$ cat config.mk
export PLATFORM = sky130hd
export DESIGN_NAME = gate_sensor_front
export DESIGN_NICKNAME = d
export VERILOG_FILES = /design/src/rtl/gate_sensor_front.sv
export SDC_FILE = /design/constraint.sdc
export NUM_CORES = 1
export LEC_CHECK = 0
export CORE_MARGIN = 10
export CORE_UTILIZATION = 63
export CTS_BUF_LIST = sky130_fd_sc_hd__clkbuf_16
export CTS_CLUSTER_SIZE = 8
export DETAILED_ROUTE_END_ITERATION = 10
export DONT_BUFFER_PORTS = 1
export GPL_ROUTABILITY_DRIVEN = 0
export GPL_TIMING_DRIVEN = 0
export PLACE_DENSITY = 0.8
export SKIP_CTS_REPAIR_TIMING = 1
export SLEW_MARGIN = 20
export SYNTH_ARGS = -nofsm -noshare
export SYNTH_HDL_FRONTEND = slang
export SYNTH_SLANG_ARGS = --single-unit
$ cat constraint.sdc
create_clock -name clk -period 2.6 [get_ports clk]
set_input_delay 0.26 -clock clk [delete_from_list [all_inputs] [get_ports clk]]
set_output_delay 0.26 -clock clk [all_outputs]
set_load 0.05 [all_outputs]
$ cat src/rtl/gate_sensor_front.sv
// gate_sensor_front: debounces the entry/exit beam sensors and issues arbitrated park/reject pulses.
// Optional per-lane blocked timeout with a sticky fault flag is enabled by defining LANE_TIMEOUT_EN.
module gate_sensor_front #(
    parameter int unsigned DEB_CYCLES = 16,
    parameter int unsigned CAP        = 50
`ifdef LANE_TIMEOUT_EN
    ,
    parameter int unsigned TIMEOUT_CYCLES = 4096
`endif
) (
    input  logic       clk,
    input  logic       reset,
    input  logic       sens_in,
    input  logic       sens_out,
    input  logic [5:0] count,
    output logic       park_in,
    output logic       park_out,
    output logic       reject_in,
    output logic       reject_out,
    output logic       in_busy,
    output logic       out_busy,
    output logic       fault
);

    localparam int unsigned DEB_W = (DEB_CYCLES > 2) ? $clog2(DEB_CYCLES) : 1;
    localparam logic [DEB_W-1:0] DEB_LAST = DEB_W'(DEB_CYCLES - 1);

    typedef enum logic [1:0] {
        IDLE    = 2'd0,
        BLOCKED = 2'd1,
        REQ     = 2'd2
    } lane_state_e;

    // Lane index 0 is the entry lane, 1 is the exit lane.
    logic [1:0]       sens_c;
    logic [1:0]       sync1_q;
    logic [1:0]       sync2_q;
    logic [1:0]       deb_q;
    logic [1:0]       busy_q;
    logic [DEB_W-1:0] dcnt_q [2];
    lane_state_e      state_q [2];

    logic [1:0] grant_c;
    logic [1:0] armed_c;
    logic       full_c;
    logic       empty_c;
    logic       accept_c;

    logic park_in_q;
    logic park_out_q;
    logic reject_in_q;
    logic reject_out_q;
    logic holdoff_q;

`ifdef LANE_TIMEOUT_EN
    localparam int unsigned TMO_W = (TIMEOUT_CYCLES > 2) ? $clog2(TIMEOUT_CYCLES) : 1;
    localparam logic [TMO_W-1:0] TMO_LAST = TMO_W'(TIMEOUT_CYCLES - 1);

    logic [TMO_W-1:0] tmo_q [2];
    logic [1:0]       armed_q;
    logic             fault_q;

    assign armed_c = armed_q;
    assign fault   = fault_q;
`else
    assign armed_c = 2'b11;
    assign fault   = 1'b0;
`endif

    assign sens_c   = {sens_out, sens_in};
    assign full_c   = (count >= 6'(CAP));
    assign empty_c  = (count == 6'd0);
    assign accept_c = (grant_c[0] & ~full_c) | (grant_c[1] & ~empty_c);

    // Fixed-priority arbiter; holdoff lets the counter absorb the previous pulse first.
    always_comb begin
        grant_c = 2'b00;
        if (!holdoff_q) begin
            if (state_q[0] == REQ) begin
                grant_c[0] = 1'b1;
            end else if (state_q[1] == REQ) begin
                grant_c[1] = 1'b1;
            end
        end
    end

    always_ff @(posedge clk or posedge reset) begin
        if (reset) begin
            sync1_q      <= 2'b00;
            sync2_q      <= 2'b00;
            deb_q        <= 2'b00;
            busy_q       <= 2'b00;
            park_in_q    <= 1'b0;
            park_out_q   <= 1'b0;
            reject_in_q  <= 1'b0;
            reject_out_q <= 1'b0;
            holdoff_q    <= 1'b0;
            for (int i = 0; i < 2; i++) begin
                dcnt_q[i]  <= '0;
                state_q[i] <= IDLE;
            end
`ifdef LANE_TIMEOUT_EN
            armed_q <= 2'b11;
            fault_q <= 1'b0;
            for (int i = 0; i < 2; i++) begin
                tmo_q[i] <= '0;
            end
`endif
        end else begin
            sync1_q <= sens_c;
            sync2_q <= sync1_q;
            for (int i = 0; i < 2; i++) begin
                // Debounced level flips only after DEB_CYCLES consecutive differing samples.
                if (sync2_q[i] == deb_q[i]) begin
                    dcnt_q[i] <= '0;
                end else if (dcnt_q[i] == DEB_LAST) begin
                    deb_q[i]  <= ~deb_q[i];
                    dcnt_q[i] <= '0;
                end else begin
                    dcnt_q[i] <= dcnt_q[i] + DEB_W'(1);
                end

`ifdef LANE_TIMEOUT_EN
                if (!deb_q[i]) begin
                    armed_q[i] <= 1'b1;
                end
`endif
                case (state_q[i])
                    IDLE: begin
                        if (deb_q[i] && armed_c[i]) begin
                            state_q[i] <= BLOCKED;
                            busy_q[i]  <= 1'b1;
`ifdef LANE_TIMEOUT_EN
                            tmo_q[i]   <= '0;
`endif
                        end
                    end
                    BLOCKED: begin
                        if (!deb_q[i]) begin
                            state_q[i] <= REQ;
                        end
`ifdef LANE_TIMEOUT_EN
                        else if (tmo_q[i] == TMO_LAST) begin
                            state_q[i] <= IDLE;
                            busy_q[i]  <= 1'b0;
                            armed_q[i] <= 1'b0;
                            fault_q    <= 1'b1;
                        end else begin
                            tmo_q[i] <= tmo_q[i] + TMO_W'(1);
                        end
`endif
                    end
                    REQ: begin
                        if (grant_c[i]) begin
                            state_q[i] <= IDLE;
                            busy_q[i]  <= 1'b0;
                        end
                    end
                    default: begin
                        state_q[i] <= IDLE;
                        busy_q[i]  <= 1'b0;
                    end
                endcase
            end

            park_in_q    <= grant_c[0] & ~full_c;
            reject_in_q  <= grant_c[0] & full_c;
            park_out_q   <= grant_c[1] & ~empty_c;
            reject_out_q <= grant_c[1] & empty_c;
            holdoff_q    <= accept_c;
        end
    end

    assign park_in    = park_in_q;
    assign park_out   = park_out_q;
    assign reject_in  = reject_in_q;
    assign reject_out = reject_out_q;
    assign in_busy    = busy_q[0];
    assign out_busy   = busy_q[1];

endmodule
==> results_dict.tcl, run 1 <==
set metrics [dict create \
    crit_buf_inv 0 \
    cp.arrival_ns 1.39 \
    worstPathCellList "nand2b_1, nand4_1, a221o_1" \
    ff_latch_area_um2 626 \
    maxCapViolations 0 \
    ant_nets 0 \
    syn_inst 78 \
    rows 14 \
    slowest_delay_ns 0.41 \
    grt_pass1_wl_mm 2.57 \
    die_x_um 59.6 \
    setup_violations 0 \
    drc_errors 0 \
    slew_viol_final 0 \
    p_seq_frac 0.541 \
    hold_depth 0 \
    nNetsFinal 95 \
    drtIter0Drc 5 \
    r2r_start "state_q[3]" \
    ys_seq_area_frac 0.635 \
    h-tree-depth 1 \
    final_cell_mix "dfrtp_1 (25), nor2b_1 (7), inv_1 (7)" \
    core_um2 1490 \
    vdd_drop_max_mv 0.473 \
    setup_tns_ns 0 \
    rr_worst_depth 3 \
    io_buffer_count 0 \
    dieArea_um2 3550 \
    min_path_type "input pin to flip-flop" \
    vias 576 \
    fmax_mhz 794 \
    grt_usage 0.0955 \
    slew-limit-headroom 0.423 \
    ys_ff_latch 25 \
    worst_pin_slew_ns 0.865 \
    clkTransAtPathRegs_ns 0.06 \
    numCtsBuffers 3 \
    hpwl_mm 1.20 \
    antenna_found_initial 1 \
    routed_wirelength_mm 1.65 \
    drive_gt1_frac 0.122 \
    initial_utilization 0.662 \
    crit_path_end_kind "flip-flop" \
    utilization 0.730 \
    cell_internal_pwr_uw 619 \
    cts_tree "built" \
    yosysWarnings 0 \
    outcome "completed" \
    ios 17 \
    synth_area_leaders "dfrtp_1 (63%), nor2b_1 (4.4%), xnor2_1 (3.6%), a21oi_1 (2.5%), ha_1 (2.5%)" \
    pwr-share-clk 0.415 \
    syn-num-nets 90 \
    cellLeakagePower_uw 0.000480 \
    die_height_um 59.6 \
    grt_max_degree 26 \
    wl_per_cell_um 16.7 \
    synth_top_area_frac 0.635 \
    pwr-share-comb 0.044 \
    clkLatencyLatePin_ns 0.25 \
    min_period_over_period 0.484 \
    cpLargestDelayFamily "flip-flops" \
    r2r_end "busy_q[1]" \
    crit_path_start_kind "flip-flop" \
    hold_viol 0 \
    via_per_inst 5.82 \
    cpMaxStageDelayCell "dfrtp_1" \
    multi_input_area_um2 330 \
    min-delay-start "sens_in" \
    avgSynthCellArea_um2 12.6 \
    swShare 0.193 \
    power_density_nw_per_um2 706 \
    finClkSkew_ns 0.00175 \
    worstPathRequired_ns 2.73 \
    ctsLongestPathBuffers 2 \
    worstSetupStartpoint "state_q[3]" \
    first_global_vias 596 \
    grt_setup_unrepaired "no" \
    fin_crit_ns 1.26 \
    ys_types 24 \
    power.switching_uw 148 \
    min_to "sync1_q[0]" \
    worstPathMaxFanout 5 \
    layout_commonest_cell "dfrtp_1" \
    areaGrowthSynthToFinish_pct 10.3 \
    fill_cells 109 \
    reg2reg_slack_ns 1.34 \
    root_buffer "clkbuf_16" \
    critical_path_class "flip-flop to flip-flop" \
    dr.pass1.iters 4 \
    yosys.area.top_type "dfrtp_1" \
    grt_overflow 0 \
    cts.sinks 25 \
    synthesis.area_um2 986 \
]
[cell usage after synthesis]
cell type,instances
o22ai_1,2
nor2_1,3
a21oi_1,5
mux2_2,2
inv_1,6
a31o_2,1
buf_4,1
nand4_1,1
xnor2_1,4
a311oi_2,1
a221o_1,1
ha_1,2
nand4b_1,2
nor4_2,1
or3_4,1
o21bai_1,1
nor3_1,2
nand3_1,3
conb_1,1
o21ai_0,2
nor2b_1,7
nor3b_1,2
dfrtp_1,25
nand2b_1,2
[cell families after synthesis]
logic type               synth area share
flip-flops                          0.635
XOR/XNOR                           0.0355
adder cells (fa/ha/maj)            0.0254
buffers and inverters              0.0305
AND/OR/NAND/NOR                     0.157
other                             0.00380
multiplexers                       0.0228
AO/OA/AOI/OAI                      0.0901
[power groups by stage]
stage	combinational (uW)	clock, uW	sequential [uW]
4_1_cts	34.8	325	415
5_1_grt	39.2	341	417
2_1_floorplan	29.4	0	419
6_report	33.9	319	415
3_3_place_gp	32.9	0	421
3_5_place_dp	33.9	0	422
[worst register-to-register path, stage by stage, from the launching register on]
cell and delay, ns:
dfrtp_1 0.41, nand2b_1 0.16, nand4_1 0.23, a221o_1 0.35
[per-layer routing]
metal	global-route usage	vias to the layer above	wire, um
li1	-	277	-
met1	0.0951	280	652
met2	0.168	15	865
met3	0.0322	4	88
met4	0.0545	0	44
met5	0	-	0
[state kept, by name, indices dropped and copies added (netlist names), 2 cells and up]
name / cells
sync2_q: 2
state_q: 4
dcnt_q: 8
sync1_q: 2
deb_q: 2
busy_q: 2
[cell type report]
type,count,share of cell area
Sequential cell,25,0.575
Multi-Input combinational cell,46,0.304
Clock buffer,3,0.0690
Inverter,6,0.0207
Tap cell,16,0.0184
Buffer,1,0.00690
Clock inverter,1,0.00345
Antenna cell,1,0.00230
[worst max path at each step]
| stage | endpoint | slack (ns) | cells past startpoint |
|---|---|---|---|
| floorplan | busy_q[1] | 1.42 | 2 |
| global placement | busy_q[1] | 1.36 | 3 |
| detailed placement | busy_q[1] | 1.36 | 3 |
| CTS | busy_q[1] | 1.34 | 3 |
| global route | busy_q[1] | 1.25 | 3 |
| finish | busy_q[1] | 1.34 | 3 |
[stage by stage]
stage          worst slack, ns  total power, uW  instance area [um^2]  cells  hold slack (ns)
2_1_floorplan             1.42              448                   986     78            0.287
3_3_place_gp              1.36              454                  1010     94            0.292
3_5_place_dp              1.36              456                  1010     94            0.292
4_1_cts                   1.34              776                  1080     98           0.0321
5_1_grt                   1.25              797                  1090     99           0.0273
6_report                  1.34              768                  1090     99           0.0358
Note: power is estimated with default switching activity, not from simulation.
==> run 2: changes to the inputs <==
--- a/config.mk
+++ b/config.mk
@@ -6,14 +6,14 @@
 export NUM_CORES = 1
 export LEC_CHECK = 0
 export CORE_MARGIN = 10
-export CORE_UTILIZATION = 63
+export CORE_UTILIZATION = 59
 export CTS_BUF_LIST = sky130_fd_sc_hd__clkbuf_16
 export CTS_CLUSTER_SIZE = 8
 export DETAILED_ROUTE_END_ITERATION = 10
 export DONT_BUFFER_PORTS = 1
 export GPL_ROUTABILITY_DRIVEN = 0
 export GPL_TIMING_DRIVEN = 0
-export PLACE_DENSITY = 0.8
+export PLACE_DENSITY = 0.76
 export SKIP_CTS_REPAIR_TIMING = 1
 export SLEW_MARGIN = 20
 export SYNTH_ARGS = -nofsm -noshare
==> constraint.sdc (replaced) <==
create_clock -name clk -period 1.3 [get_ports clk]
set_input_delay 0.13 -clock clk [delete_from_list [all_inputs] [get_ports clk]]
set_output_delay 0.13 -clock clk [all_outputs]
set_load 0.05 [all_outputs]
==> results_dict.tcl, run 2 (synthesized netlist as in run 1, its figures left out) <==
set metrics [dict create \
    numCtsBuffers 3 \
    ctsLongestPathBuffers 2 \
    outcome "complete, but fails checks" \
    crit_path_start_kind "flip-flop" \
    min_path_type "input pin to async pin" \
    h-tree-depth 1 \
    routed_wirelength_mm 1.69 \
    wl_per_cell_um 16.5 \
    slew_viol_final 0 \
    min_period_over_period 0.970 \
    dr.pass1.iters 4 \
    fmax_mhz 793 \
    stdcell_area_um2 1130 \
    nNetsFinal 99 \
    grt_pass1_wl_mm 3.01 \
    layout_commonest_cell "dfrtp_1" \
    worst_pin_slew_ns 0.886 \
    root_buffer "clkbuf_16" \
    total_power_uw 1570 \
    die_x_um 60.9 \
    core_um2 1540 \
    finClkSkew_ns 0.00458 \
    via_per_inst 5.87 \
    drtIter0Drc 4 \
    drc_errors 0 \
    final_cell_mix "dfrtp_1 (25), nor2b_1 (7), inv_1 (6)" \
    fin_crit_ns 1.26 \
    cts.sinks 25 \
    slew-limit-headroom 0.409 \
    grt_max_degree 26 \
    fin_cells 102 \
    hold_viol 25 \
    clkLatencyLatePin_ns 0.25 \
    n_antenna_cell 0 \
    worstPathRequired_ns 1.43 \
    setup_violations 0 \
    vias 599 \
    largest_register_ffs 8 \
    cellLeakagePower_uw 0.000494 \
    worstPathMaxFanout 3 \
    grt_usage 0.104 \
    antenna_found_initial 0 \
    grt_setup_unrepaired "no" \
    maxCapViolations 0 \
    critical_path_class "flip-flop to flip-flop" \
    vdd_drop_max_mv 0.959 \
    initial_utilization 0.640 \
    cts_tree "built" \
    drive_gt1_frac 0.163 \
    cp.arrival_ns 1.39 \
    rows 14 \
    io_buffer_count 0 \
    fill_cells 104 \
    dieArea_um2 3710 \
    placed_area_um2 1010 \
    areaGrowthSynthToFinish_pct 15.0 \
    clkTransAtPathRegs_ns 0.06 \
    hold_ws_ns -0.0474 \
    top_register "dcnt_q" \
    violations "negative hold slack" \
    ant_nets 0 \
    reg.largest.list "dcnt_q x8, state_q x4" \
    hpwl_mm 1.19 \
    ios 17 \
    placedCellCount 94 \
    grt_overflow 0 \
    die_height_um 60.9 \
    setup_tns_ns 0 \
    power_density_nw_per_um2 1380 \
    first_global_vias 677 \
    crit_path_end_kind "flip-flop" \
]
-- run 2: cell types whose count changed in the layout (fill, tap and decap cells not counted) --
cell           before  now
ha_1                2    1
buf_4               1    2
diode_2             1    0
nand2b_1            2    1
inv_1               7    6
dlygate4sd3_1       0    3
nand2b_4            0    1
clkinv_2            0    1
ha_2                0    1
-- run 2: worst paths after layout --
| path | start | to | slack (ns) | cells past startpoint |
|---|---|---|---|---|
| setup / recovery | busy_q[1] | busy_q[1] | 0.04 | 2 |
| min in group clk | count[4] | park_in | 0.01 | 1 |
| setup reg to reg | busy_q[1] | busy_q[1] | 0.04 | 2 |
| hold / removal | reset | dcnt_q[3] | -0.05 | 1 |
| hold reg to reg | sync1_q[0] | sync2_q[0] | 0.35 | 0 |
| max in group asynchronous | reset | dcnt_q[6] | 0.80 | 1 |
-- run 2: layer usage --
layer  GRT usage  part of all wire
met1       0.126              0.45
met2       0.163              0.47
met3      0.0376             0.070
met4      0.0439             0.013
met5           0                 0
-- run 2: layout make-up --
type	instances	area, um^2	area share
plain buffers	1	7.51	0.00662
clock buffers	3	75.1	0.0662
clock inverters	1	5.00	0.00442
inverters	6	22.5	0.0199
multi-input cells	46	340	0.300
flip-flops and latches	25	626	0.552
well taps	16	20.0	0.0177
repair buffers	4	37.5	0.0331
-- run 2: power breakdown --
part	internal (uW)	switching (uW)
Sequential	803	27.0
Clock	413	247
Combinational	34.2	43.3
-- run 2: per-stage QoR --
step / util / worst slack (ns)
after CTS: 0.705 / 0.0124
after global routing: 0.735 / 0.00443
final: 0.735 / 0.0391
after floorplan: - / 0.125
after detailed placement: 0.653 / 0.0329
after global placement: 0.653 / 0.0427
-- run 2: critical path, cell delays in order, from the launching register on --
cell     delay [ns]
dfrtp_1        0.56
nor2b_1        0.23
a221o_1        0.34
